### src/rtl/barrier_spawn_scheduler.sv
// Barrier spawn scheduler: paces barrier spawns by frame count, strobes the
// parameter generator, captures its outputs into a free slot and ages each slot out.
module barrier_spawn_scheduler #(
  parameter int NUM_SLOTS      = 4,
  parameter int SPAWN_INTERVAL = 60,
  parameter int LIFETIME       = 300
) (
  input  logic                     Clk,
  input  logic                     Reset,
  input  logic                     Frame_Tick,
  input  logic                     Game_Enable,
  input  logic [9:0]               Gen_X,
  input  logic [9:0]               Gen_Y,
  input  logic [9:0]               Gen_Height,
  input  logic [9:0]               Gen_Length,
  output logic                     Gen_Load,
  output logic [NUM_SLOTS*10-1:0]  Barrier_X,
  output logic [NUM_SLOTS*10-1:0]  Barrier_Y,
  output logic [NUM_SLOTS*10-1:0]  Barrier_Height,
  output logic [NUM_SLOTS*10-1:0]  Barrier_Length,
  output logic [NUM_SLOTS-1:0]     Slot_Active,
  output logic                     Spawn_Done,
  output logic [7:0]               Spawn_Count
);

  localparam int         IDXW         = (NUM_SLOTS > 1) ? $clog2(NUM_SLOTS) : 1;
  localparam logic [7:0] SPAWN_RELOAD = 8'(SPAWN_INTERVAL);
  localparam logic [8:0] LIFE_RELOAD  = 9'(LIFETIME);

  typedef enum logic [1:0] {IDLE, LOAD, WAIT, CAPTURE} state_t;

  state_t          r_State;
  logic [7:0]      r_SpawnCnt;
  logic [IDXW-1:0] r_Target;
  logic [8:0]      r_Life [NUM_SLOTS];

  logic [IDXW-1:0] w_FreeIdx;
  logic            w_AnyFree;
  logic            w_Capture;

  // Lowest-index free slot; only meaningful when w_AnyFree is set.
  always_comb begin
    w_FreeIdx = '0;
    for (int i = NUM_SLOTS - 1; i >= 0; i--) begin
      if (!Slot_Active[i]) w_FreeIdx = IDXW'(i);
    end
  end

  assign w_AnyFree = ~&Slot_Active;
  assign w_Capture = (r_State == CAPTURE) && Game_Enable;

  always_ff @(posedge Clk or posedge Reset) begin
    if (Reset) begin
      r_State     <= IDLE;
      r_SpawnCnt  <= SPAWN_RELOAD;
      r_Target    <= '0;
      Gen_Load    <= 1'b0;
      Spawn_Done  <= 1'b0;
      Spawn_Count <= 8'd0;
    end else if (!Game_Enable) begin
      r_State    <= IDLE;
      r_SpawnCnt <= SPAWN_RELOAD;
      Gen_Load   <= 1'b0;
      Spawn_Done <= 1'b0;
    end else begin
      Gen_Load   <= 1'b0;
      Spawn_Done <= 1'b0;
      if (Frame_Tick && (r_SpawnCnt != 8'd0)) r_SpawnCnt <= r_SpawnCnt - 8'd1;
      case (r_State)
        IDLE: begin
          if ((r_SpawnCnt == 8'd0) && w_AnyFree) begin
            r_State    <= LOAD;
            r_Target   <= w_FreeIdx;
            r_SpawnCnt <= SPAWN_RELOAD;
            Gen_Load   <= 1'b1;
          end
        end
        LOAD: r_State <= WAIT;
        WAIT: begin
          r_State    <= CAPTURE;
          Spawn_Done <= 1'b1;
        end
        CAPTURE: begin
          r_State     <= IDLE;
          Spawn_Count <= Spawn_Count + 8'd1;
        end
        default: r_State <= IDLE;
      endcase
    end
  end

  // A capture on a slot takes precedence over that slot's own frame aging.
  always_ff @(posedge Clk or posedge Reset) begin
    if (Reset) begin
      Slot_Active    <= '0;
      Barrier_X      <= '0;
      Barrier_Y      <= '0;
      Barrier_Height <= '0;
      Barrier_Length <= '0;
      for (int i = 0; i < NUM_SLOTS; i++) r_Life[i] <= 9'd0;
    end else begin
      for (int i = 0; i < NUM_SLOTS; i++) begin
        if (!Game_Enable) begin
          Slot_Active[i] <= 1'b0;
          r_Life[i]      <= 9'd0;
        end else if (w_Capture && (r_Target == IDXW'(i))) begin
          Barrier_X[i*10 +: 10]      <= Gen_X;
          Barrier_Y[i*10 +: 10]      <= Gen_Y;
          Barrier_Height[i*10 +: 10] <= Gen_Height;
          Barrier_Length[i*10 +: 10] <= Gen_Length;
          Slot_Active[i]             <= 1'b1;
          r_Life[i]                  <= LIFE_RELOAD;
        end else if (Frame_Tick && Slot_Active[i]) begin
          if (r_Life[i] == 9'd1) begin
            Slot_Active[i] <= 1'b0;
            r_Life[i]      <= 9'd0;
          end else begin
            r_Life[i] <= r_Life[i] - 9'd1;
          end
        end
      end
    end
  end

endmodule

### config.mk
export PLATFORM = sky130hd
export DESIGN_NAME = barrier_spawn_scheduler
export DESIGN_NICKNAME = d
export VERILOG_FILES = /design/src/rtl/barrier_spawn_scheduler.sv
export SDC_FILE = /design/constraint.sdc
export NUM_CORES = 1
export LEC_CHECK = 0
export ABC_AREA = 1
export CORE_ASPECT_RATIO = 1.5
export CORE_UTILIZATION = 50
export CTS_BUF_LIST = sky130_fd_sc_hd__clkbuf_2
export DETAILED_ROUTE_END_ITERATION = 7
export PLACE_DENSITY_LB_ADDON = 0.3
export SETUP_SLACK_MARGIN = 0.5
export SLEW_MARGIN = 0
export SYNTH_ARGS = -nofsm -noshare
export SYNTH_HDL_FRONTEND = slang
export SYNTH_SLANG_ARGS = --single-unit
### constraint.sdc
create_clock -name Clk -period 9.4 [get_ports Clk]
set_input_delay 0.94 -clock Clk [delete_from_list [all_inputs] [get_ports Clk]]
set_output_delay 0.94 -clock Clk [all_outputs]
set_load 0.05 [all_outputs]
## Yosys cells after proc, flatten, opt, wreduce, memory -nomap -nowiden

Index checks and enable logic that the tools add are counted.

- Bits in registers: 222
- Input bits: 44

- Equality and inequality tests: 19
- Add/subtract/negate cells: 6
- Mux-type cells: 48
- Reduce and logical (&&, ||, !) cells: 27

Operators with widths:

| cell | number |
|---|---|
| 2-to-1 mux 9 bit | 16 |
| == test 9 x 1 -> 1 bit, second input constant | 4 |
| subtractor 9 x 1 -> 9 bit, second input constant | 4 |
| 2-to-1 mux 8 bit | 4 |
| != test 3 x 1 -> 1 bit, second input constant | 8 |
| 2-to-1 mux 1 bit | 21 |
| AND reduction 2 bit | 9 |
| 2-to-1 mux 2 bit | 6 |
| logical AND 1 bit | 11 |
| adder 8 x 1 -> 8 bit, second input constant | 1 |
| == test 2 bit, second input constant | 4 |
| zero test 8 bit | 1 |
| one-hot mux 2 bit (4 select lines) | 1 |
| nonzero test 8 bit | 1 |
| subtractor 8 x 1 -> 8 bit, second input constant | 1 |
| == test 2 x 1 -> 1 bit, second input constant | 2 |
| zero test 2 bit | 2 |
| AND reduction 4 bit | 1 |
| != test 3 bit, second input constant | 1 |
| AND reduction 3 bit | 1 |
| zero test 1 bit | 1 |

## Depth between registers and ports, before layout

- Depth after elaboration: 6
- Gate-level depth with buffers: 11
- Depth with buffers taken out: 11

## Least setup slack after synthesis

No wires, ideal clock.

- Kind: input-to-reg
- Start: in Game_Enable
- End: reg Spawn_Count[7]
- Path slack: 7.666 ns
- Stages on the path: 6
- Path buffers: 0
- Data required time: 9.260 ns
- Setup time: 0.140 ns
- Arrival time: 1.594 ns
- Path through: nand2_4 -> inv_6 -> nand3b_1 -> nor2_1 -> nand3_1 -> xnor2_1

- Word-level cells in the longest chain between the ends: 1

Ends and longest elaborated chain:

| element | RTL line | text |
|---|---|---|
| from (decl) | 11 | `input logic Game_Enable,` |
| AND reduction 2 bit (no source line) | - |  |
| to (signal assigned) | 85 | `Spawn_Count <= Spawn_Count + 8'd1;` |
| to (decl) | 23 | `output logic [7:0] Spawn_Count` |

Every way passes these cells.
A chain may end at the register's enable or synchronous reset.

## Worst setup path in the final report

- Start: reg Slot_Active[2]
- End: out Slot_Active[2]

RTL lines:

| element | RTL line | text |
|---|---|---|
| from (decl) | 21 | `output logic [NUM_SLOTS-1:0] Slot_Active,` |
| from (signal assigned) | 95 | `Slot_Active <= '0;` |
| from (signal, indexed assignment) | 104 | `Slot_Active[i] <= 1'b0;` |
| from (signal, indexed assignment) | 111 | `Slot_Active[i] <= 1'b1;` |

No word-level cell between the ends.

==> impl_metrics.yaml <==
floorplan:
  core_region_area_mm2: 0.0187
  io_pins: 218
  start_util: 0.513
  die_w_um: 115
  std_cell_rows: 61
  die_h_um: 172
  dieArea_mm2: 0.0198
sta:
  post-route-period-util: 0.329
  fin_skew_ns: 0.0612
  hold_viol: 0
  timing.setup.tns_ns: 0
  timing.hold.ws_ns: 0.492
  rsz0062_at_grt: "false"
  timing.final.max_slew_violations: 0
  timing.final.crit_period_ns: 3.09
  setup_viol: 0
  max_clock_freq_mhz: 324
  maxSlewHeadroom: 0.343
  max_slew.worst_pin.slew_ns: 0.985
worst_setup_path:
  r2r.worst_path.cells: 9
  timing.critical_path.from_type: "flip-flop"
  timing.critical_path.fanout_max: 6
  path_class: "reg -> out"
  max_stage_delay_ns: 0.86
  critical_path_cell_count: 1
  cp_top_family: "buffers and inverters"
  buffer_and_inverter_count_on_the_worst_path: 1
  path_cells: "clkdlybuf4s50_1"
  critical_path.endpoint_type: "primary output"
  timing.critical_path.slowest_stage_cell: "sky130_fd_sc_hd__clkdlybuf4s50_1"
  arrival_ns: 2.15
  timing.critical_path.required_ns: 8.46
placement:
  port_buffers: 217
  gpl.final_weighted_congestion: 0.818
  hpwlAfterDp_um: 16300
yosys:
  synthesis.yosys.warnings: 0
  seq_area_frac_synth: 0.579
  ys_ff_latch: 222
  netlist_area_mm2: 0.00960
  postSynthAreaPerCell_um2: 8.88
  syn_inst: 1081
  synth.lib_cells_used.distinct: 31
  synth_fp_nets: 1140
final_layout:
  final_common_cell: "sky130_fd_sc_hd__nand2_1"
  layout.filler_cells: 1510
  fin_nets: 1374
  area_taken_by_multi_input_logic_gates_mm2: 0.00330
  area.sequential_mm2: 0.00556
  area.growth.synth_to_final_pct: 28.6
  final_cell_mix: "sky130_fd_sc_hd__nand2_1, sky130_fd_sc_hd__dfrtp_1, sky130_fd_sc_hd__clkdlybuf4s50_1"
  drive_above_1_share: 0.0892
outcome:
  outcome: "completed"
power:
  vdd_ir_drop_max_uv: 198
  leakage_nw: 6.14
  power.density_mw_per_mm2: 234
clock_tree:
  cts.clk_slew.worst_paths_ns: 0.11
  clock_insertion_delay_worst_skew_ns: 0.83
  ctsResizeCount: 0
  cts_inserted_buffers: 51
  cts.path.max_buffers: 3
  cts_num_sinks: 222
  cts_root_buf: "sky130_fd_sc_hd__clkbuf_2"
  cts_tree: "done"
  holdBufCountCts: 0
  cts_htree_levels: 2
  post_cts.repair.setup_buffers: 0
drt:
  route.detailed.vias_per_inst: 4.94
  routed-via-count: 7950
  drt_first_pass_iters: 5
  remaining_drc_errors: 0
  detail_route.iter0.violations: 422
  routed_wl_um: 23800
  ant_nets: 0
  detail_route.wl_per_cell_um: 14.8
min_path:
  worstHoldPathCells: 2
  timing.hold.worst.class: "reg -> reg"
global_routing:
  grt_start_max_net_pins: 147
  global_route.overflow_total: 0
  globalRouteTotalUtil: 0.253
  wire_length_of_the_first_global_routing_pass_um: 38900
  grt_antenna_before_repair: 1
  via_count_of_the_first_global_routing_pass: 7920
run:
  timing.max_cap.violations: 0
## power by group
group          internal [mW]  total, mW  switching [mW]
registers               1.10       1.22           0.119
clock network          0.251      0.635           0.384
logic                  0.339       1.03           0.692
## stage by stage
stage	setup slack (ns)	cells	power (mW)	instance area, um^2	util
floorplan	2.39	1081	1.94	9600	-
global placement	6.15	1514	2.25	11800	0.634
detailed placement	6.14	1514	2.27	11800	0.634
CTS	6.23	1608	2.91	12300	0.660
global route	6.17	1609	3.08	12300	0.660
finish	6.31	1609	2.89	12300	0.660
## synthesized netlist by cell type, drive strengths merged
cell	number	area, um^2
nand2	332	1300
dfrtp	218	5460
o21ai	187	951
inv	123	474
nor2	78	333
nand3	45	255
buf	29	225
ha	15	188
nor3	10	50.1
clkbuf	9	33.8
xor2	9	78.8
a21oi	6	30.0
nand4	6	37.5
dfstp	4	105
xnor2	4	35.0
a22oi	2	15.0
o41ai	2	17.5
and3	1	6.26
nand3b	1	7.51
## cell families (layout without fill, tap and decap cells)
family / count (synthesis) / count (layout) / synth area share
other: 0 / 1 / 0
xor gates and xnor gates: 13 / 13 / 0.0119
and+or+nand+nor: 473 / 473 / 0.207
adders and majority gates: 15 / 15 / 0.0196
AOI/OAI and AO/OA: 197 / 197 / 0.106
buffers and inverters: 161 / 436 / 0.0764
DFF: 222 / 222 / 0.579
## registers in the layout, summed over array words and instances (netlist names)
| signal | cells |
|---|---|
| Barrier_Length | 40 |
| Barrier_Height | 40 |
| Slot_Active | 4 |
| Barrier_X | 40 |
| r_Target | 2 |
| r_SpawnCnt | 8 |
| Barrier_Y | 40 |
| r_Life | 36 |
| Spawn_Done | 1 |
| r_State | 2 |
| Gen_Load | 1 |
| Spawn_Count | 8 |
## per-layer routing
layer	track usage	share of wire	up-vias
li1	-	-	3922
met1	0.282	0.39	3746
met2	0.441	0.50	229
met3	0.0793	0.073	53
met4	0.110	0.037	0
met5	0	0	-
## final timing paths
path,from,endpoint,slack [ns]
setup / recovery,Slot_Active[2],Slot_Active[2],6.31
hold / removal,Barrier_Height[12],Barrier_Height[12],0.49
setup reg to reg,r_State[0],r_Life[23],7.06
hold reg to reg,Barrier_Height[12],Barrier_Height[12],0.49
max in group asynchronous,Reset,Spawn_Count[0],7.00
min in group asynchronous,Reset,Barrier_Height[26],0.74
## area by class of cell
class,instances,area share
Sequential cell,222,0.451
Tap cell,252,0.0256
Timing Repair Buffer,219,0.177
Inverter,123,0.0390
Multi-Input combinational cell,698,0.268
Antenna cell,1,0.000203
Clock buffer,78,0.0316
Clock inverter,16,0.00791
(Power assumes the default switching activity.)
